File: config.mk
export PLATFORM = sky130hd
export DESIGN_NAME = controller
export DESIGN_NICKNAME = d
export VERILOG_FILES = /design/src/rtl/ctrl_pkg.sv /design/src/rtl/alu_decoder.sv /design/src/rtl/controller.sv
export SDC_FILE = /design/constraint.sdc
export NUM_CORES = 1
export LEC_CHECK = 0
export CAP_MARGIN = 20
export CORE_AREA = 2 2 39 41
export CTS_BUF_LIST = sky130_fd_sc_hd__clkbuf_8 sky130_fd_sc_hd__clkbuf_16
export DETAILED_ROUTE_END_ITERATION = 16
export DIE_AREA = 0 0 41 43
export DONT_BUFFER_PORTS = 1
export MAX_ROUTING_LAYER = met4
export PLACE_DENSITY = 0.55
export SYNTH_ARGS = -nofsm -noshare
export SYNTH_HDL_FRONTEND = slang
export SYNTH_SLANG_ARGS = --single-unit
File: constraint.sdc
create_clock -name clk -period 1.1 [get_ports clk]
set_input_delay 0.165 -clock clk [delete_from_list [all_inputs] [get_ports clk]]
set_output_delay 0.165 -clock clk [all_outputs]
set_load 0.05 [all_outputs]
File: src/rtl/ctrl_pkg.sv
// rtl/ctrl_pkg.sv - shared state, class and select encodings for the multicycle controller
package ctrl_pkg;

  typedef enum logic [3:0] {
    FETCH,
    DECODE,
    DP_EXEC,
    DP_WB,
    MEM_ADDR,
    ST_WRITE,
    LD_READ,
    LD_WB,
    BR
  } state_e;

  localparam logic [2:0] CLS_DP  = 3'b000;
  localparam logic [2:0] CLS_MEM = 3'b010;
  localparam logic [2:0] CLS_BR  = 3'b101;

  localparam logic [2:0] ALU_ADD = 3'b000;

  localparam logic [1:0] SRCB_ONE = 2'd0;
  localparam logic [1:0] SRCB_B   = 2'd1;
  localparam logic [1:0] SRCB_OP2 = 2'd2;
  localparam logic [1:0] SRCB_OFF = 2'd3;

  localparam logic [1:0] WD_MDR = 2'd0;
  localparam logic [1:0] WD_PC  = 2'd1;
  localparam logic [1:0] WD_ALU = 2'd2;

endpackage

File: src/rtl/alu_decoder.sv
// rtl/alu_decoder.sv - selects the ALU operation: opcode pass-through or forced ADD
module alu_decoder
  import ctrl_pkg::*;
(
  input  logic       alu_op,
  input  logic [2:0] opc,
  output logic [2:0] alu_ctrl
);

  always_comb begin
    alu_ctrl = alu_op ? opc : ALU_ADD;
  end

endmodule

File: src/rtl/controller.sv
// rtl/controller.sv - Moore FSM sequencing fetch/decode/execute/memory/write-back
module controller
  import ctrl_pkg::*;
(
  input  logic       clk,
  input  logic       rst,
  input  logic [2:0] Inst,
  input  logic [2:0] OPC,
  input  logic       I,
  input  logic       L_tr,
  input  logic       L_br,
  input  logic       D,
  input  logic       E,
  output logic       PCWrite,
  output logic       IorD,
  output logic       MemWrite,
  output logic       MemRead,
  output logic       IRWrite,
  output logic       RR2sel,
  output logic       WRsel,
  output logic       RegWrite,
  output logic       ALUsrcA,
  output logic       PCsrc,
  output logic       flag_write,
  output logic       ALUop,
  output logic [1:0] ALUsrcB,
  output logic [1:0] WDsel,
  output logic [2:0] ALUctrl
);

  state_e state_q, state_d;

  always_ff @(posedge clk) begin
    if (rst) state_q <= FETCH;
    else     state_q <= state_d;
  end

  always_comb begin
    state_d    = state_q;
    PCWrite    = 1'b0;
    IorD       = 1'b0;
    MemWrite   = 1'b0;
    MemRead    = 1'b0;
    IRWrite    = 1'b0;
    WRsel      = 1'b0;
    RegWrite   = 1'b0;
    ALUsrcA    = 1'b0;
    PCsrc      = 1'b0;
    flag_write = 1'b0;
    ALUop      = 1'b0;
    ALUsrcB    = SRCB_ONE;
    WDsel      = WD_MDR;
    RR2sel     = (Inst == CLS_DP) && !I;

    case (state_q)
      FETCH: begin
        MemRead = 1'b1;
        IRWrite = 1'b1;
        PCWrite = 1'b1;
        state_d = DECODE;
      end
      DECODE: begin
        // branch target PC+1+offset lands in ALUreg for BR to use
        ALUsrcB = SRCB_OFF;
        if (!D)                   state_d = FETCH;
        else if (Inst == CLS_DP)  state_d = DP_EXEC;
        else if (Inst == CLS_MEM) state_d = MEM_ADDR;
        else if (Inst == CLS_BR)  state_d = BR;
        else                      state_d = FETCH;
      end
      DP_EXEC: begin
        ALUsrcA    = 1'b1;
        ALUsrcB    = I ? SRCB_OP2 : SRCB_B;
        ALUop      = 1'b1;
        flag_write = 1'b1;
        state_d    = E ? FETCH : DP_WB;
      end
      DP_WB: begin
        RegWrite = 1'b1;
        WDsel    = WD_ALU;
        state_d  = FETCH;
      end
      MEM_ADDR: begin
        ALUsrcA = 1'b1;
        ALUsrcB = SRCB_OP2;
        state_d = L_tr ? LD_READ : ST_WRITE;
      end
      ST_WRITE: begin
        IorD     = 1'b1;
        MemWrite = 1'b1;
        state_d  = FETCH;
      end
      LD_READ: begin
        IorD    = 1'b1;
        MemRead = 1'b1;
        state_d = LD_WB;
      end
      LD_WB: begin
        RegWrite = 1'b1;
        WDsel    = WD_MDR;
        state_d  = FETCH;
      end
      BR: begin
        // link writes the already-incremented PC into R15 on the same edge PC loads
        PCWrite = 1'b1;
        PCsrc   = 1'b1;
        if (L_br) begin
          RegWrite = 1'b1;
          WRsel    = 1'b1;
          WDsel    = WD_PC;
        end
        state_d = FETCH;
      end
      default: state_d = FETCH;
    endcase

    if (rst) begin
      PCWrite    = 1'b0;
      MemWrite   = 1'b0;
      MemRead    = 1'b0;
      IRWrite    = 1'b0;
      RegWrite   = 1'b0;
      flag_write = 1'b0;
    end
  end

  alu_decoder u_alu_decoder (
    .alu_op   (ALUop),
    .opc      (OPC),
    .alu_ctrl (ALUctrl)
  );

endmodule

==> results of run 1 <==
[synthesized netlist by cell type (2+ instances only)]
cell and number:
and2_1 6, dfxtp_1 4, a21oi_1 2, xnor2_1 2
nor4_1 4, nor2_1 6, o21ai_0 2, buf_4 3
nand2_1 3, nand2b_1 4, nor3_1 4
[through the flow]
stage | instances | util, %
final | 108 | 83.4
after global routing | 108 | 83.4
after CTS | 104 | 78.1
after detailed placement | 94 | 62.5
after global placement | 94 | 62.5
after floorplan | 56 | -
[logic make-up (layout without fill, tap and decap cells)]
family | count (synthesis) | count (layout)
AND/OR/NAND/NOR | 35 | 35
buffers and inverters | 6 | 42
AO/OA/AOI/OAI | 9 | 9
flip-flops | 4 | 4
XOR/XNOR | 2 | 2
[routing by layer]
metal	up-vias	part of all wire, %	global-route usage, %
li1	280	-	-
met1	297	34	24.8
met3	9	7.6	5.76
met5	-	0	-
met2	37	55	40.3
met4	0	3.0	5.33
[repair_timing]
| item | in CTS | in global routing |
|---|---|---|
| pin swaps | 18 | 12 |
| gates resized for setup | 31 | 12 |
| setup buffers | 7 | 5 |
| endpoints found under the setup margin | 22 | 22 |
[cell type report]
class | count | area, um2
Inverter | 1 | 3.75
Timing Repair Buffer | 38 | 462
Tap cell | 16 | 20.0
Multi-Input combinational cell | 46 | 534
Sequential cell | 4 | 92.6
Clock buffer | 3 | 41.3
Fill cell | 71 | 230
[power groups by stage]
stage	clock network [mW]	registers (mW)	logic, mW
after floorplan	0	0.158	0.162
after global placement	0	0.162	0.215
after CTS	0.312	0.158	0.260
final	0.313	0.156	0.279
after detailed placement	0	0.163	0.218
after global routing	0.324	0.157	0.290
[worst register-to-register path, stage by stage (launching register included)]
cell,delay (ps)
dfxtp_4,340
buf_12,130
buf_4,130
nand2b_4,170
buf_6,120
nor4_1,130
and2_1,150
[worst min-delay path by stage]
| stage | from | end | slack [ps] |
|---|---|---|---|
| floorplan | rst | state_q[0] | 230 |
| global placement | rst | state_q[0] | 230 |
| detailed placement | rst | state_q[0] | 230 |
| CTS | rst | state_q[0] | 4 |
| global route | rst | state_q[0] | 3 |
| finish | rst | state_q[0] | 0.6 |
==> metrics.txt, run 1 <==
status=finished, violations left; failing checks=negative setup slack; initial core utilization=about 31%; DIE WIDTH=approximately 41 um; H-tree levels=1; detailed-route DRC error count=0; placed cell areas=between 800 and 900 um2; clock net sink count=4; max-cap viol count=0; number of DRC markers in iteration 0=6; R2R Path End=state_q[3]; Hold Vio Cnt, Final=0; worst slew pin tran=around 310 ps; fin. max-slew vios=0; top post-synthesis cells by area=dfxtp_1, and2_1, nand2b_1; vias in the first global route=between 600 and 700; most common cell after layout, fill and taps aside=buf_6; IO Count=32; Total GRT Usage=23.1%; Synth top area share=18.6%; Critical Path, Cell by Cell=buf_12, nor4b_4, a2bb2oi_2, nor2_4, buf_12; mux share of post-synthesis cell area=0%; post-synthesis sequential area ratio=about a fifth; worst slack at placement=-291 ps; Worst EP arrival=roughly 1400 ps; Sw Ratio=between 30% and 40%; final instance area=1150 um2; R2R cell count=6; Max-slew headroom=approximately four fifths; largest net degree at the start of global routing=13; row count=14; #FFs+latches synth=4; Setup WS post-layout=-475 ps; number of buffers added on ports=0; combinational share of power=37.3%; first-pass GRT wire length=~2700 um; max FFs per register=4; Clock Skew=about 3.1 ps; Largest regs=state_q (4); min-delay worst type=primary input to register; Post-Synth XOR/XNOR Area=between 4 and 5%; Post-Syn Area=430 um2; Slowest-stage cell, CP=dfxtp_4; Area Growth Syn to Fin=168%; WP data required=approximately 940 ps; Crit path depth=5; FMAX=roughly 0.63 GHz; Remaining Overflow, GRT=0; Min Hold Slack=between 0.5 and 0.6 ps; peak supply drop=roughly 0.65 mV; Final setup viols=22; Clock Pin Slew Worst Setup and Hold Paths=around 30 ps; Hold-fix buffers, CTS=0; n_diodes=0; power share of the sequential group=a little over a fifth; Final min period=~1600 ps; number of vias per cell=between 5 and 6; biggest area consumer among synthesized cells=dfxtp_1; gpl congestion=roughly 0.8; largest family of logic cells by synthesized area=simple AND/OR/NAND/NOR gates; Largest Register=state_q; Die Y=around 43 um; commonest non-fill, non-tap cells in the layout=buf_6, buf_4, buf_12; root buf cell=clkbuf_8; Clk Latency, worst-skew pair=220 ps; CTS tree=yes; Cell variety after synth=27; 1st-pass router iterations=4; Synth warnings=0; Worst Setup End Kind=output pin; CTS buffer count=3; Post-synth EDFFs=0; RSZ-0062 raised after global routing=yes; vias=623; CP peak stage delay=around 340 ps; Simple-Gate Fraction of Synth Area=between 50% and 60%; adder-cell share of the synthesized area=0%; WL final=between 1500 and 2000 um; hold depth=1; Antenna Nets Post-Route=0; CP max FO=4; post-DP HPWL=around 1200 um; CTS max path bufs=2; period utilization=143%; initial antenna violation count=0; Pwr Total=~750 uW; Lkg Pwr=0.460 nW; worst setup path start=state_q[1]; Core Footprint=roughly 1400 um2; R2R Path Start=state_q[1]; critical path type=register to output pin; Layout Nets=around 110; wire length per cell=approximately 18 um; startpoint types=register; worst setup path endpoint=RegWrite; CP most frequent cell=buf_12; CP top delay family=simple AND/OR/NAND/NOR gates; crit path buf inv count=2; reg-to-reg slack, setup=-130 ps; Top FF cell, synth=dfxtp_1; clock share of power=a little over two fifths; Syn Area/Cell=7.69 um2; Final TNS setup=-7410 ps; Synth Area in Compound Gates=between 10% and 20%; Async SR Flop Fraction=0%; Cells after Synth=56; layout cell share with drive strength beyond 1=roughly four fifths; syn_nets=69; switching power=roughly 240 uW; P_int=~510 uW; die area=between 1500 and 2000 um2; pwr dens=between 600 and 700 nW/um2
(Power assumes the default switching activity.)
==> inputs of run 2 (changes only) <==
--- a/config.mk
+++ b/config.mk
@@ -6,13 +6,13 @@
 export NUM_CORES = 1
 export LEC_CHECK = 0
 export CAP_MARGIN = 20
-export CORE_AREA = 2 2 39 41
+export CORE_MARGIN = 2
+export CORE_UTILIZATION = 25
 export CTS_BUF_LIST = sky130_fd_sc_hd__clkbuf_8 sky130_fd_sc_hd__clkbuf_16
 export DETAILED_ROUTE_END_ITERATION = 16
-export DIE_AREA = 0 0 41 43
 export DONT_BUFFER_PORTS = 1
 export MAX_ROUTING_LAYER = met4
-export PLACE_DENSITY = 0.55
+export PLACE_DENSITY = 0.47
 export SYNTH_ARGS = -nofsm -noshare
 export SYNTH_HDL_FRONTEND = slang
 export SYNTH_SLANG_ARGS = --single-unit
==> metrics.txt, run 2 (same netlist as run 1, synthesis figures left out) <==
status=finished, violations left; failing checks=negative setup slack; Die Y=45.5 um (+5.8%); commonest non-fill, non-tap cells in the layout=buf_4, buf_12, buf_6; Setup WS post-layout=-488 ps (-13.0 ps); H-tree levels=1 (unchanged); peak supply drop=0.960 mV (+47%); non-filler cells, final=114 (+5.6%); IO Count=32 (unchanged); Clock Skew=0.516 ps (-2.61 ps); final instance area=1170 um2 (+1.5%); CTS buffer count=3 (unchanged); layout cell share with drive strength beyond 1=78.6% (-0.78 points); placed cell areas=887 um2 (+2.6%); CTS tree=yes; Final setup viols=22 (unchanged); CTS max path bufs=2 (unchanged); DIE WIDTH=45.5 um (+11%); n_diodes=0 (unchanged); Largest regs=state_q (4); detailed-route DRC error count=0 (unchanged); Clock Pin Slew Worst Setup and Hold Paths=30 ps (about the same); Inst Count DP=97 (+3.2%); period utilization=144% (+1.2 points); Total GRT Usage=16.8% (-6.3 points); initial antenna violation count=0 (unchanged); RSZ-0062 raised after global routing=yes; Core Footprint=1560 um2 (+13%); wire length per cell=15.6 um (-12%); die area=2070 um2 (+17%); row count=14 (unchanged); Remaining Overflow, GRT=0 (unchanged); Worst EP arrival=1420 ps (about the same); Area Growth Syn to Fin=172%; worst slew pin tran=305 ps (-6.20 ps); root buf cell=clkbuf_8; min-delay worst type=primary input to register; number of vias per cell=5.19 (-10%); max-cap viol count=0 (unchanged); Worst Setup End Kind=output pin; CP max FO=5 (+1); WP data required=940 ps (about the same); max FFs per register=4 (unchanged); Layout Nets=113 (+5.6%); vias=592 (-5.0%); hold depth=1 (unchanged); switching power=228 uW (-4.7%); startpoint types=register; first-pass GRT wire length=2510 um (-7.4%); power share of the sequential group=21.3% (+0.4 points); Final TNS setup=-7310 ps (+101 ps); post-DP HPWL=1130 um (-2.1%); Largest Register=state_q; most common cell after layout, fill and taps aside=buf_4; R2R cell count=5 (-1); clock share of power=41.8% (about the same); 1st-pass router iterations=3 (-1); WL final=1770 um (-7.4%); Max-slew headroom=79.6% (+0.42 points); Antenna Nets Post-Route=0 (unchanged); largest net degree at the start of global routing=11 (-2); combinational share of power=36.9% (-0.4 points); fin. max-slew vios=0 (unchanged); pwr dens=631 nW/um2 (-2.8%); P_int=510 uW (+0.29%); number of buffers added on ports=0 (unchanged); critical path type=register to output pin; number of DRC markers in iteration 0=2 (-4); Hold Vio Cnt, Final=0 (unchanged); vias in the first global route=578 (-8.5%); initial core utilization=27.6% (-3.5 points); Lkg Pwr=0.483 nW (+5.0%); Sw Ratio=30.9% (-1.1 points); clock net sink count=4 (unchanged); gpl congestion=0.764 (-4.2%); Clk Latency, worst-skew pair=210 ps (about the same); Final min period=1590 ps (+13.0 ps); FMAX=0.630 GHz (-0.82%)
[run 2: changes by cell type in the layout (fill, tap and decap cells not counted), moves of 2 or more]
cell     change
buf_4       +11
buf_6        -6
o21ai_0      +2
o21ai_1      -2
[run 2: final timing paths]
path              start         end  slack, ps
max          state_q[1]    RegWrite       -490
min                   D  state_q[3]         80
max reg2reg  state_q[1]  state_q[0]       -240
min reg2reg  state_q[0]  state_q[0]        640
[run 2: layout make-up]
class / count / area (um2)
sequential: 4 / 91.3
timing repair buffer: 44 / 487
fill: 101 / 388
tap: 16 / 20.0
clock buffer: 3 / 41.3
inverter: 1 / 3.75
multi-input combinational: 46 / 528
[run 2: power by group through the flow]
stage / clock, mW / combinational, mW / sequential [mW]
CTS: 0.313 / 0.244 / 0.158
global placement: 0 / 0.219 / 0.164
global route: 0.325 / 0.285 / 0.158
finish: 0.309 / 0.273 / 0.157
detailed placement: 0 / 0.220 / 0.165
floorplan: 0 / 0.162 / 0.158
[run 2: timing repair]
item / 4_1_cts / 5_1_grt
setup endpoints to repair: 22 / 22
gates resized for setup: 20 / 11
endpoints found under the hold margin: 0 / 1
cloned: 0 / 0
pin swaps: 14 / 10
buffers inserted: 9 / 4
hold buffers: 0 / 1
[run 2: worst max-delay path, stage by stage, from the launching register on]
cell       delay (ps)
dfxtp_4           340
buf_12            130
nor4b_4           340
a2bb2oi_2         130
nor2_4            120
buf_12            140
[run 2: layer usage]
layer  up-vias  global-route usage, %  share of wire (%)
met5         -                      -                  0
met1       274                   17.2                 38
met2        24                   31.3                 56
met3         0                   5.95                5.8
met4         0                   1.76                  0
li1        294                      -                  -
[run 2: per-stage QoR]
stage | total power, mW | setup WS (ps) | util [%] | hold slack, ps
6_report | 0.739 | -488 | 75.1 | 80.0
5_1_grt | 0.768 | -545 | 75.1 | 76.3
4_1_cts | 0.715 | -462 | 69.3 | 4.46
3_5_place_dp | 0.384 | -282 | 56.9 | 230
3_3_place_gp | 0.384 | -230 | 56.9 | 231
2_1_floorplan | 0.320 | -784 | - | 226
==> inputs of run 3 (changes only) <==
--- a/config.mk
+++ b/config.mk
@@ -6,13 +6,14 @@
 export NUM_CORES = 1
 export LEC_CHECK = 0
 export CAP_MARGIN = 20
-export CORE_MARGIN = 2
+export CORE_MARGIN = 4
 export CORE_UTILIZATION = 25
 export CTS_BUF_LIST = sky130_fd_sc_hd__clkbuf_8 sky130_fd_sc_hd__clkbuf_16
 export DETAILED_ROUTE_END_ITERATION = 16
 export DONT_BUFFER_PORTS = 1
 export MAX_ROUTING_LAYER = met4
 export PLACE_DENSITY = 0.47
+export SKIP_LAST_GASP = 1
 export SYNTH_ARGS = -nofsm -noshare
 export SYNTH_HDL_FRONTEND = slang
 export SYNTH_SLANG_ARGS = --single-unit
==> metrics.txt, run 3 (same netlist as run 1, synthesis figures left out) <==
most common cell after layout, fill and taps aside=buf_4; Critical Path, Cell by Cell=buf_12, nor4b_4, and2_4, buf_12; Remaining Overflow, GRT=0 (unchanged); Area Growth Syn to Fin=175%; Clock Pin Slew Worst Setup and Hold Paths=30 ps (about the same); CTS buffer count=3 (unchanged); clock net sink count=4 (unchanged); layout cell share with drive strength beyond 1=81.4% (+2.9 points); Final TNS setup=-6510 ps (+807 ps); Hold Vio Cnt, Final=0 (unchanged); status=finished, violations left; root buf cell=clkbuf_8; max FFs per register=4 (unchanged); R2R Path Start=state_q[1]; CP max FO=5 (unchanged); number of DRC markers in iteration 0=2 (unchanged); Final setup viols=21 (-4.5%); Lkg Pwr=0.472 nW (-2.3%); reg-to-reg slack, setup=-260 ps (-20 ps); Clock Skew=2.34 ps (+1.82 ps); Slowest-stage cell, CP=dfxtp_4; Die Y=49.5 um (+8.8%); WP data required=940 ps (about the same); DIE WIDTH=49.5 um (+8.8%); pwr dens=623 nW/um2 (-1.3%); Antenna Nets Post-Route=0 (unchanged); n_diodes=0 (unchanged); row count=14 (unchanged); failing checks=negative setup slack; number of vias per cell=5.46 (+5.1%); H-tree levels=1 (unchanged); RSZ-0062 raised after global routing=yes; Largest regs=state_q (4); initial core utilization=27.6% (unchanged); Worst Setup End Kind=output pin; vias=617 (+4.2%); FMAX=0.650 GHz (+3.1%); Setup WS post-layout=-440 ps (+48.3 ps); commonest non-fill, non-tap cells in the layout=buf_4, buf_12, buf_6; die area=2450 um2 (+18%); wire length per cell=16.6 um (+6.5%); Worst EP arrival=1370 ps (-50 ps); max-cap viol count=0 (unchanged); Worst Hold Path EP=state_q[3]; fill count=109 (+7.9%); Clk Latency, worst-skew pair=220 ps (about the same); IO Count=32 (unchanged); fin. max-slew vios=0 (unchanged); period utilization=140% (-4.4 points); R2R cell count=5 (unchanged); number of buffers added on ports=0 (unchanged); CTS max path bufs=2 (unchanged); HP Start=D; Final min period=1540 ps (-48.3 ps); WL final=1870 um (+5.5%); Max-slew headroom=80.4% (+0.83 points); final instance area=1180 um2 (+1.1%); Largest Register=state_q; post-DP HPWL=1210 um (+7.1%); CP peak stage delay=340 ps (about the same); initial antenna violation count=0 (unchanged); largest net degree at the start of global routing=12 (+1); placed cell areas=895 um2 (+0.85%); Layout Nets=112 (-0.88%); worst slew pin tran=293 ps (-12.4 ps); startpoint types=register; vias in the first global route=586 (+1.4%); CP most frequent cell=buf_12; gpl congestion=0.733 (-4.0%); R2R Path End=state_q[0]; final core utilization=75.9% (+0.80 points); min-delay worst type=primary input to register; first-pass GRT wire length=2790 um (+11%); CP top delay family=simple AND/OR/NAND/NOR gates; crit path buf inv count=2 (unchanged); detailed-route DRC error count=0 (unchanged); Total GRT Usage=15.3% (-1.5 points); critical path type=register to output pin; peak supply drop=0.604 mV (-37%); 1st-pass router iterations=2 (-1); CTS tree=yes; hold depth=1 (unchanged); Core Footprint=1560 um2 (unchanged)
run 3: worst max path at each step:
stage / startpoint / cells past startpoint / to / slack [ps]
3_3_place_gp: state_q[0] / 4 / ALUsrcB[1] / -240
5_1_grt: state_q[1] / 4 / WDsel[0] / -500
3_5_place_dp: state_q[1] / 5 / RegWrite / -260
2_1_floorplan: state_q[0] / 4 / WDsel[0] / -780
6_report: state_q[1] / 4 / WDsel[0] / -440
4_1_cts: state_q[1] / 4 / WDsel[0] / -470
run 3: metal layers:
metal | vias up | track usage [%] | part of all wire (%)
met5 | - | - | 0
met4 | 0 | 6.91 | 1.0
met3 | 2 | 3.92 | 6.1
met2 | 25 | 24.8 | 53
met1 | 302 | 17.9 | 40
li1 | 288 | - | -
run 3: timing repair:
item	in CTS	in global routing
pin swaps	15	10
setup endpoints to repair	22	22
endpoints found under the hold margin	0	1
hold buffers	0	1
gates resized for setup	20	17
setup buffers	6	5
cloned	0	0
run 3: where the power goes:
part | switching [mW] | internal, mW | total [mW]
Clock | 0.0730 | 0.233 | 0.306
Sequential | 0.00983 | 0.144 | 0.154
Combinational | 0.147 | 0.130 | 0.277
Total | 0.230 | 0.507 | 0.737
run 3: worst register-to-register path, cell delays in order, from the launching register on:
cell       delay, ps
dfxtp_4          340
buf_12           120
buf_4            160
buf_4            150
a21o_1           200
a2111oi_4        290
run 3: final cells by class:
cell class	count	area (um2)	area share [%]
inverter	1	3.75	0.317
sequential	4	95.1	8.03
multi-input combinational	46	544	46.0
timing repair buffer	43	479	40.5
clock buffer	3	41.3	3.49
tap	16	20.0	1.69
run 3: per-stage QoR:
step	total power [mW]	setup slack, ps	hold WS (ps)	std cells
final	0.737	-440	69.6	113
after global routing	0.778	-503	61.4	113
after CTS	0.726	-467	1.51	107
after detailed placement	0.387	-259	233	98
after global placement	0.385	-235	232	98
after floorplan	0.320	-784	226	56
